[src/rtl/rst_req_ctrl.sv]
// Soft-reset request controller: merges core requests, a debounced reset button and
// watchdog expiry into timed core/system reset pulses, with sticky cause flags.
module rst_req_ctrl #(
  parameter int DEBOUNCE_CYCLES = 16,
  parameter int HOLD_CYCLES     = 8
) (
  input  logic       sys_clk,
  input  logic       mcu_rst_signal,
  input  logic [1:0] core_soft_rst_req,
  input  logic       btn_rst_n,
  input  logic       wdt_timeout,
  input  logic       cause_clr,
  output logic [1:0] soft_rst_out,
  output logic [3:0] rst_cause,
  output logic       busy
);

  typedef enum logic [1:0] {
    IDLE,
    ASSERT_CORE,
    ASSERT_SYS,
    WAIT_LOW
  } state_t;

  localparam logic [15:0] DEB_LAST  = 16'(DEBOUNCE_CYCLES - 1);
  localparam logic [7:0]  HOLD_LOAD = 8'(HOLD_CYCLES - 1);

  state_t      state_reg, state_next;
  logic [7:0]  hold_reg, hold_next;
  logic        pending_reg, pending_next;
  logic [3:0]  cause_reg;
  logic [3:0]  cause_set;
  logic [1:0]  soft_rst_reg;
  logic [1:0]  soft_rst_dec;

  logic        btn_meta_reg, btn_sync_reg;
  logic        btn_stable_reg, btn_armed_reg;
  logic [15:0] deb_cnt_reg;
  logic        deb_accept;
  logic        btn_event;

  logic [1:0]  req_d_reg;
  logic        req_valid_reg;
  logic [1:0]  core_edge;
  logic        sys_event;
  logic        sys_req;

  // Button input is asynchronous; two-flop synchronizer, idle level is released (high).
  always_ff @(posedge sys_clk or negedge mcu_rst_signal) begin
    if (!mcu_rst_signal) begin
      btn_meta_reg <= 1'b1;
      btn_sync_reg <= 1'b1;
    end else begin
      btn_meta_reg <= btn_rst_n;
      btn_sync_reg <= btn_meta_reg;
    end
  end

  // The counter tracks consecutive samples differing from the accepted level; any
  // sample matching the accepted level restarts it.
  assign deb_accept = (btn_sync_reg != btn_stable_reg) && (deb_cnt_reg == DEB_LAST);
  assign btn_event  = deb_accept && !btn_sync_reg && btn_armed_reg;

  always_ff @(posedge sys_clk or negedge mcu_rst_signal) begin
    if (!mcu_rst_signal) begin
      btn_stable_reg <= 1'b1;
      btn_armed_reg  <= 1'b1;
      deb_cnt_reg    <= '0;
    end else if (btn_sync_reg == btn_stable_reg) begin
      deb_cnt_reg <= '0;
    end else if (deb_accept) begin
      btn_stable_reg <= btn_sync_reg;
      btn_armed_reg  <= btn_sync_reg;
      deb_cnt_reg    <= '0;
    end else begin
      deb_cnt_reg <= deb_cnt_reg + 16'd1;
    end
  end

  // req_valid masks the first capture after reset so held requests are not seen as edges.
  always_ff @(posedge sys_clk or negedge mcu_rst_signal) begin
    if (!mcu_rst_signal) begin
      req_d_reg     <= 2'b00;
      req_valid_reg <= 1'b0;
    end else begin
      req_d_reg     <= core_soft_rst_req;
      req_valid_reg <= 1'b1;
    end
  end

  for (genvar gi = 0; gi < 2; gi++) begin : g_edge
    assign core_edge[gi] = core_soft_rst_req[gi] & ~req_d_reg[gi] & req_valid_reg;
  end

  assign sys_event = btn_event | wdt_timeout;
  assign sys_req   = core_edge[1] | sys_event;

  always_comb begin
    state_next   = state_reg;
    hold_next    = hold_reg;
    pending_next = pending_reg;
    cause_set    = 4'b0000;
    case (state_reg)
      IDLE: begin
        if (sys_req || pending_reg) begin
          state_next   = ASSERT_SYS;
          hold_next    = HOLD_LOAD;
          pending_next = 1'b0;
          cause_set    = {wdt_timeout, btn_event, core_edge[1], core_edge[0]};
        end else if (core_edge[0]) begin
          state_next   = ASSERT_CORE;
          hold_next    = HOLD_LOAD;
          cause_set[0] = 1'b1;
        end
      end
      ASSERT_CORE: begin
        if (sys_req) begin
          state_next   = ASSERT_SYS;
          hold_next    = HOLD_LOAD;
          pending_next = 1'b0;
          cause_set    = {wdt_timeout, btn_event, core_edge[1], 1'b0};
        end else if (hold_reg == 8'd0) begin
          state_next = WAIT_LOW;
        end else begin
          hold_next = hold_reg - 8'd1;
        end
      end
      ASSERT_SYS: begin
        if (hold_reg == 8'd0) begin
          state_next = WAIT_LOW;
        end else begin
          hold_next = hold_reg - 8'd1;
        end
        if (sys_event) begin
          pending_next = 1'b1;
        end
        cause_set[3:2] = {wdt_timeout, btn_event};
      end
      WAIT_LOW: begin
        if (core_soft_rst_req == 2'b00) begin
          state_next = IDLE;
        end
        if (sys_event) begin
          pending_next = 1'b1;
        end
        cause_set[3:2] = {wdt_timeout, btn_event};
      end
      default: begin
        state_next = IDLE;
      end
    endcase
  end

  always_comb begin
    soft_rst_dec = 2'b00;
    case (state_reg)
      ASSERT_CORE: soft_rst_dec = 2'b01;
      ASSERT_SYS:  soft_rst_dec = 2'b10;
      default:     soft_rst_dec = 2'b00;
    endcase
  end

  // Output is registered from the current state, so a request taken at edge N
  // drives soft_rst_out from edge N+1 for HOLD_CYCLES cycles.
  always_ff @(posedge sys_clk or negedge mcu_rst_signal) begin
    if (!mcu_rst_signal) begin
      state_reg    <= IDLE;
      hold_reg     <= '0;
      pending_reg  <= 1'b0;
      cause_reg    <= 4'b0000;
      soft_rst_reg <= 2'b00;
    end else begin
      state_reg    <= state_next;
      hold_reg     <= hold_next;
      pending_reg  <= pending_next;
      cause_reg    <= (cause_clr ? 4'b0000 : cause_reg) | cause_set;
      soft_rst_reg <= soft_rst_dec;
    end
  end

  assign soft_rst_out = soft_rst_reg;
  assign rst_cause    = cause_reg;
  assign busy         = (state_reg != IDLE);

endmodule

[config.mk]
export PLATFORM = sky130hd
export DESIGN_NAME = rst_req_ctrl
export DESIGN_NICKNAME = d
export VERILOG_FILES = /design/src/rtl/rst_req_ctrl.sv
export SDC_FILE = /design/constraint.sdc
export NUM_CORES = 1
export LEC_CHECK = 0
export CORE_MARGIN = 3
export CORE_UTILIZATION = 45
export CTS_CLUSTER_SIZE = 40
export DETAILED_ROUTE_END_ITERATION = 16
export GPL_TIMING_DRIVEN = 0
export PLACE_DENSITY = 0.7
export SLEW_MARGIN = 30
export SYNTH_ARGS = -nofsm -noshare
export SYNTH_HDL_FRONTEND = slang
export SYNTH_SLANG_ARGS = --single-unit
[constraint.sdc]
create_clock -name sys_clk -period 4.01 [get_ports sys_clk]
set_input_delay 0.401 -clock sys_clk [delete_from_list [all_inputs] [get_ports sys_clk]]
set_output_delay 0.401 -clock sys_clk [all_outputs]
set_load 0.05 [all_outputs]
# Word level (Yosys, flattened, before mapping)
# Index checks and enable logic that the tools add are counted.
word_totals:
  ff_bits: 39
  inputBits: 7
  out_inout_bits: 7
  word_cells: 74
classes:
  n_addsub: 2
  n_eq_ne: 11
  n_mux: 25
  bitwise_logic: 10
  n_reduce_logical: 15
ops:
  columns: ["op", "n"]
  rows:
  - ["$mux W16", 2]
  - ["$mux W8", 4]
  - ["$pmux W8 S3", 1]
  - ["$add A16 B1 Y16 const B", 1]
  - ["$eq A16 B4 Y1 const B", 1]
  - ["$mux W2", 5]
  - ["$logic_not A8 Y1", 1]
  - ["$mux W4", 2]
  - ["$pmux W2 S2", 2]
  - ["$pmux W2 S4", 1]
  - ["$sub A8 B1 Y8 const B", 1]
  - ["$ne A2 B2 Y1 const B", 3]
  - ["$pmux W2 S3", 1]
  - ["$reduce_and A2 Y1", 3]
  - ["$mux W1", 5]
  - ["$and A1 B1 Y1", 4]
  - ["$eq A2 B2 Y1 const B", 2]
  - ["$logic_not A2 Y1", 2]
  - ["$or A4 B4 Y4", 1]
  - ["$logic_and A1 B1 Y1", 3]
  - ["$mux W3", 1]
  - ["$ne A3 B3 Y1 const B", 1]
  - ["$not A1 Y1", 3]
  - ["$pmux W1 S3", 1]
  - ["other kinds (11)", 12]

# Longest topological paths before layout
# Gate-level depths: netlist (run 1).
logic_depth:
  depth_word: 10
  ltp_mapped: 7

# Least setup slack after synthesis (run 1)
# Ideal clock, no wire load.
synth_timing:
  path_type: "reg-to-reg"
  start: "register deb_cnt_reg[12]"
  end: "register hold_reg[3]"
  setup_ns: 0.121
  arrival_time_ns: 1.971
  slack_ns: 1.918
  path_stages_with_launch: 6
  cell_sequence: "dfrtp_1 -> or4_4 -> nor4_4 -> o21ai_0 -> and2_4 -> a22o_1"
synth_via:
  elab_chain_cells: 9
  word_cells_on_any_way: 12
  cone_classes: "eq/ne (2); mux (3); bitwise (2); reduce/logical (5)"
synth_lines:
  columns: ["item", "line", "source"]
  rows:
  - ["start: declaration", "38", "logic [15:0] deb_cnt_reg;"]
  - ["start signal: assignment", "76", "deb_cnt_reg <= deb_cnt_reg + 16'd1;"]
  - ["$eq A16 B4 Y1 *", "61", "assign deb_accept = (btn_sync_reg != btn_stable_reg) && (deb_cnt_reg == DEB_LAST);"]
  - ["$logic_and A1 B1 Y1 *", "61", null]
  - ["$logic_and A1 B1 Y1 * (2 in a row)", "62", "assign btn_event = deb_accept && !btn_sync_reg && btn_armed_reg;"]
  - ["$or A1 B1 Y1 *", "95", "assign sys_event = btn_event | wdt_timeout;"]
  - ["$or A1 B1 Y1 *", "96", "assign sys_req = core_edge[1] | sys_event;"]
  - ["$logic_or A1 B1 Y1", "105", "if (sys_req || pending_reg) begin"]
  - ["$mux W8 / $ne A3 B3 Y1 (equally long branches)", null, null]
  - ["$pmux W8 S3 / $reduce_and A2 Y1 (equally long branches)", null, null]
  - ["end signal: assignment", "174", "hold_reg <= hold_next;"]
  - ["end: declaration", "29", "logic [7:0] hold_reg, hold_next;"]
# Every way passes the cells marked *; elsewhere a longest branch is shown, timed or not.
# A chain may end at the register's enable or synchronous reset.

# Worst setup path after layout (run 1)
layout_timing:
  start: "register deb_cnt_reg[12]"
  end: "register hold_reg[0]"
# Same word-level chain as after synthesis.

==> results.json, run 1 <==
{
  "io_pins": 14,
  "worstSetupPathType": "reg -> reg",
  "htree_num_levels": 2,
  "rsz0062_at_grt": "false",
  "die_area_mm2": 0.00532,
  "placed_cells_incl_taps": 257,
  "diodes": 0,
  "ys_types": 52,
  "ys_seq_elements": 39,
  "worstSetupEndpointType": "register",
  "root_buffer": "clkbuf_8",
  "synth_edf_count": 0,
  "drt_pass1_iterations": 4,
  "wl_per_cell_um": 15.2,
  "start_util_pct": 48.3,
  "grt_usage_pct": 17.5,
  "antenna_found_initial": 0,
  "layout.nets": 229,
  "netlist_area_mm2": 0.00202,
  "synth_warnings": 0,
  "total_power_mw": 1.49,
  "gp_congestion": 0.844,
  "worst_clock_skew_ns": 0.00512,
  "grt_first_pass_wirelength_um": 7130,
  "clockBufferDepth": 2,
  "async_reset_ff_share_pct": 100,
  "final_cells": 266,
  "largest_reg_flops": 16,
  "vias": 1529,
  "wirelength_um": 4050,
  "start_kind": "register",
  "power_density_mw_per_mm2": 629,
  "finalHoldViolations": 0,
  "syn_avg_cell_area_um2": 10.4,
  "cp_data_arrival_time_ns": 2.70,
  "drt-initial-drc-count": 94,
  "cts_tree": "built",
  "grt_overflow": 0,
  "cellLeakagePower_nw": 1.04,
  "port_buffers": 13,
  "min_from": "btn_meta_reg",
  "synth_area_leader_cell": "dfrtp_1",
  "seq_area_frac_synth_pct": 48.6,
  "ys_top_cells_by_count": "36 x dfrtp_1, 19 x nor2_1, 11 x nor3_1, 10 x inv_1",
  "path_max_fanout": 9,
  "rows": 23,
  "grt_max_degree": 30,
  "tightestPinTransition_ns": 0.647,
  "synthFlopType": "dfrtp_1",
  "max_freq_ghz": 0.396,
  "synth_most_common_cell": "dfrtp_1",
  "synth_nets": 207,
  "crit_required_ns": 4.19,
  "die_x_um": 72.9,
  "rr_startpoint": "deb_cnt_reg[12]",
  "place.detailed.hpwl_um": 2850,
  "worstSkewPairLatency_ns": 0.29,
  "netlist_top_cells_area": "dfrtp_1 45%, ha_1 4.3%, dfstp_2 3.9%",
  "slew_viol_final": 0,
  "postSynthCellCount": 193,
  "viasPerCell": 5.75,
  "ir_drop_v": 0.000444,
  "holdWs_ns": 0.358,
  "fin_tns_setup_ns": 0,
  "first_global_vias": 1548,
  "finalCritPeriodShare_pct": 63.0,
  "status": "complete, no violations",
  "cts_buffers": 5,
  "cap_violations": 0,
  "area_growth_pct": 17.6,
  "setup_viol": 0,
  "die_y_um": 72.9,
  "synth.top_cell.area_share_pct": 44.7,
  "dpl-instance-area_mm2": 0.00222,
  "pre_cts_slack_ns": 1.47,
  "timing.final.ws_setup_ns": 1.48,
  "core-area_mm2": 0.00417,
  "postLayoutCoreUtil_pct": 56.8,
  "hold_class": "reg -> reg",
  "drive_gt1_share_pct": 14.4,
  "relSlewSlack_pct": 55.8,
  "cts.reportedPaths.clkPinSlew_ns": 0.08,
  "cts_num_sinks": 39,
  "fin_area_mm2": 0.00237,
  "postRouteAntennaNets": 0,
  "drc": 0,
  "fin_crit_ns": 2.53,
  "startpoint": "deb_cnt_reg[12]"
}
-- worst paths after layout --
check / endpoint / slack [ns] / cells after the start
worst min-delay path: btn_sync_reg / 0.36 / 0
worst max-delay path: hold_reg[0] / 1.48 / 5
min in group asynchronous: hold_reg[2] / 0.52 / 2
worst min register to register: btn_sync_reg / 0.36 / 0
worst max register to register: hold_reg[0] / 1.48 / 5
max in group asynchronous: btn_sync_reg / 2.97 / 3
-- logic make-up after synthesis --
group	count (synthesis)	share of synthesized area, %
other	1	0.186
adder cells (fa/ha/maj)	7	4.34
AND/OR/NAND/NOR	79	22.5
AO/OA/AOI/OAI	41	15.9
buffers and inverters	12	2.30
flip-flops	39	48.6
multiplexers	1	0.559
XOR/XNOR	13	5.65
-- critical path, cell delays in order, from the launching register on --
cell and delay [ns]:
dfrtp_1 0.42, or4_4 0.56, nor4_4 0.57, a21boi_0 0.38
nor3_1 0.36, o22ai_1 0.12
-- placed cells by master (no fill, tap or decap), types with 5 or more instances in the layout --
cell type / n
nand3_1: 6
dfrtp_1: 36
xor2_1: 6
nand2_1: 9
clkdlybuf4s50_1: 12
nor3_1: 11
inv_1: 10
ha_1: 7
o21ai_0: 6
xnor2_1: 7
clkbuf_8: 5
nor2_1: 19
a22o_1: 9
-- per-layer routing --
layer  share of wire (%)  global-route usage (%)  vias to the layer above
met2                  45                    25.4                       26
met4                 2.2                    7.79                        0
met1                  50                    24.0                      745
li1                    -                       -                      750
met5                   0                       0                        -
met3                 3.4                    5.37                        8
-- cell type report --
type	count	area, µm²
fill	366	1800
multi-input combinational	142	990
sequential	39	980
timing repair buffer	15	155
clock buffer	5	68.8
clock inverter	3	67.6
tap	50	62.6
inverter	10	37.5
buffer	2	8.76
-- timing repair --
action | 4_1_cts | 5_1_grt
buffers inserted | 0 | 0
setup endpoints to repair | 0 | 0
hold buffers | 1 | 0
resized for setup | 0 | 0
endpoints found under the hold margin | 10 | 0
-- where the power goes --
part | switching, mW | internal (mW)
registers | 0.0662 | 0.466
clock network | 0.142 | 0.248
logic | 0.328 | 0.240
total | 0.536 | 0.954
(Power assumes the default switching activity.)
==> inputs of run 2 (changes only) <==
Settings changed: PLACE_DENSITY 0.7 to 0.72.
Clock period 4.01 ns to 2.2 ns, I/O delays scaled along.
==> run 2 against run 1 <==
Register-to-register slack worse by 1.4 ns. First-iteration DRC count grew 15%. Routed wire length increased by 0.30%. Clock skew increased by 0.0014 ns. Die area stayed put. Global-route usage decreased by 0.12 points. Core utilization is 1.7 points higher. Setup slack worse by 1.4 ns. Sequential share of layout area is 1.2 points lower. Critical endpoint unchanged.
==> results.json, run 2 (synthesis results as in run 1) <==
{
  "die_area_mm2": 0.00532,
  "finalCritPeriodShare_pct": 96.7,
  "slew_viol_final": 0,
  "start_kind": "register",
  "max_freq_ghz": 0.470,
  "cts_tree": "built",
  "crit_required_ns": 2.41,
  "tightestPinTransition_ns": 0.540,
  "start_util_pct": 48.3,
  "status": "complete, no violations",
  "root_buffer": "clkbuf_8",
  "drc": 0,
  "worst_clock_skew_ns": 0.00653,
  "worstSetupEndpointType": "register",
  "largest_reg_flops": 16,
  "power_density_mw_per_mm2": 1130,
  "vias": 1565,
  "rrSetupSlack_ns": 0.07,
  "die_y_um": 72.9,
  "ir_drop_v": 0.000546,
  "area_growth_pct": 21.1,
  "diodes": 0,
  "wirelength_um": 4060,
  "drt-initial-drc-count": 108,
  "port_buffers": 13,
  "htree_num_levels": 2,
  "cts_num_sinks": 39,
  "fill_cells": 339,
  "layout.nets": 232,
  "clockBufferDepth": 2,
  "cellLeakagePower_nw": 1.07,
  "drt_pass1_iterations": 4,
  "die_x_um": 72.9,
  "hold_class": "in -> reg",
  "rr_startpoint": "deb_cnt_reg[12]",
  "min_from": "btn_rst_n",
  "rsz0062_at_grt": "true",
  "final_cell_mix": "35 x dfrtp_1, 19 x nor2_1, 11 x clkdlybuf4s50_1",
  "cts_buffers": 5,
  "first_global_vias": 1535,
  "antenna_found_initial": 0,
  "pre_cts_slack_ns": -0.231,
  "cp_slowest_cell": "or4_4",
  "cp.buffers_inverters": 1,
  "postRouteAntennaNets": 0,
  "worstHoldPathCells": 1,
  "relSlewSlack_pct": 64.0,
  "grt_max_degree": 22,
  "gp_congestion": 0.865,
  "finalHoldViolations": 0,
  "r2r_cells": 6,
  "path_max_fanout": 8,
  "postLayoutCoreUtil_pct": 58.5,
  "worstSetupPathType": "reg -> reg",
  "crit_family": "simple AND/OR/NAND/NOR gates",
  "cts.reportedPaths.clkPinSlew_ns": 0.08,
  "worstSkewPairLatency_ns": 0.29,
  "grt_first_pass_wirelength_um": 7050,
  "cp_data_arrival_time_ns": 2.34,
  "grt_overflow": 0,
  "drive_gt1_share_pct": 18.3,
  "rr_endpoint": "hold_reg[0]",
  "timing.final.ws_setup_ns": 0.0734,
  "worstPathCellList": "or4_4 > nor4_4 > buf_6 > a211oi_2 > o221a_2 > o22ai_1",
  "viasPerCell": 5.82,
  "place.detailed.hpwl_um": 2770,
  "whs_endpoint": "btn_meta_reg",
  "fin_area_mm2": 0.00244,
  "setup_viol": 0,
  "dpl-instance-area_mm2": 0.00223,
  "crit_path_max_incr_delay_ns": 0.56,
  "io_pins": 14,
  "core-area_mm2": 0.00417,
  "wl_per_cell_um": 15.1,
  "fin_crit_ns": 2.13,
  "final_common_cell": "dfrtp_1",
  "grt_usage_pct": 17.3,
  "rows": 23,
  "cap_violations": 0
}
-- run 2: timing repair --
item                                    in CTS  in global routing
hold buffers                                 1                  0
gates cloned                                 0                  0
gates resized for setup                      6                  7
hold endpoints to repair                    17                  0
setup buffers                                1                  2
endpoints found under the setup margin      20                 19
pin swaps                                    1                  1
-- run 2: where the power goes --
group	leakage [nW]	internal (mW)	switching, mW
registers	0.503	0.849	0.127
clock network	0.0644	0.452	0.253
logic	0.497	0.457	0.609
-- run 2: how the worst max path moves through the flow --
stage	from	to	slack [ns]	depth (start not counted)
after floorplan	deb_cnt_reg[12]	hold_reg[5]	0.11	5
after global placement	state_reg[0]	hold_reg[5]	-0.26	7
after detailed placement	state_reg[0]	hold_reg[5]	-0.23	7
after CTS	deb_cnt_reg[4]	hold_reg[4]	0.003	6
after global routing	hold_reg[3]	hold_reg[7]	-0.004	4
final	deb_cnt_reg[12]	hold_reg[0]	0.07	6
-- run 2: per-layer routing --
layer | part of all wire [%] | vias up | track usage, %
met3 | 3.6 | 5 | 3.31
li1 | - | 763 | -
met1 | 48 | 763 | 23.7
met2 | 47 | 34 | 26.9
met4 | 1.5 | 0 | 7.58
met5 | 0 | - | 0
-- run 2: metrics by stage --
step | setup TNS, ns | power, mW | std cells | hold slack [ns]
after global placement | -2.16 | 1.98 | 256 | 0.347
after CTS | 0 | 2.72 | 267 | 0.312
final | 0 | 2.75 | 269 | 0.322
after global routing | -0.00392 | 2.91 | 269 | 0.320
after floorplan | 0 | 1.72 | 193 | -0.0756
after detailed placement | -1.75 | 2.00 | 257 | 0.203
-- run 2: cell type report --
class                      instances  area, µm²  area share [%]
buffer                             2       8.76           0.359
clock buffer                       5       68.8            2.82
clock inverter                     3       67.6            2.77
inverter                          10       37.5            1.54
multi-input combinational        142       1030            42.1
sequential                        39        981            40.2
tap                               50       62.6            2.56
timing repair buffer              18        188            7.69
-- run 2: worst register-to-register path: stages (launching register included) --
cell      delay, ns
dfrtp_1        0.43
or4_4          0.56
nor4_4         0.30
buf_6          0.18
a211oi_2       0.12
o221a_2        0.32
o22ai_1        0.13
==> inputs of run 3 (changes only) <==
Settings changed: CAP_MARGIN from default to 30, HOLD_SLACK_MARGIN from default to 0.02.
==> results of run 3 <==
Final layout, timing and power as in run 2 (identical DEF).
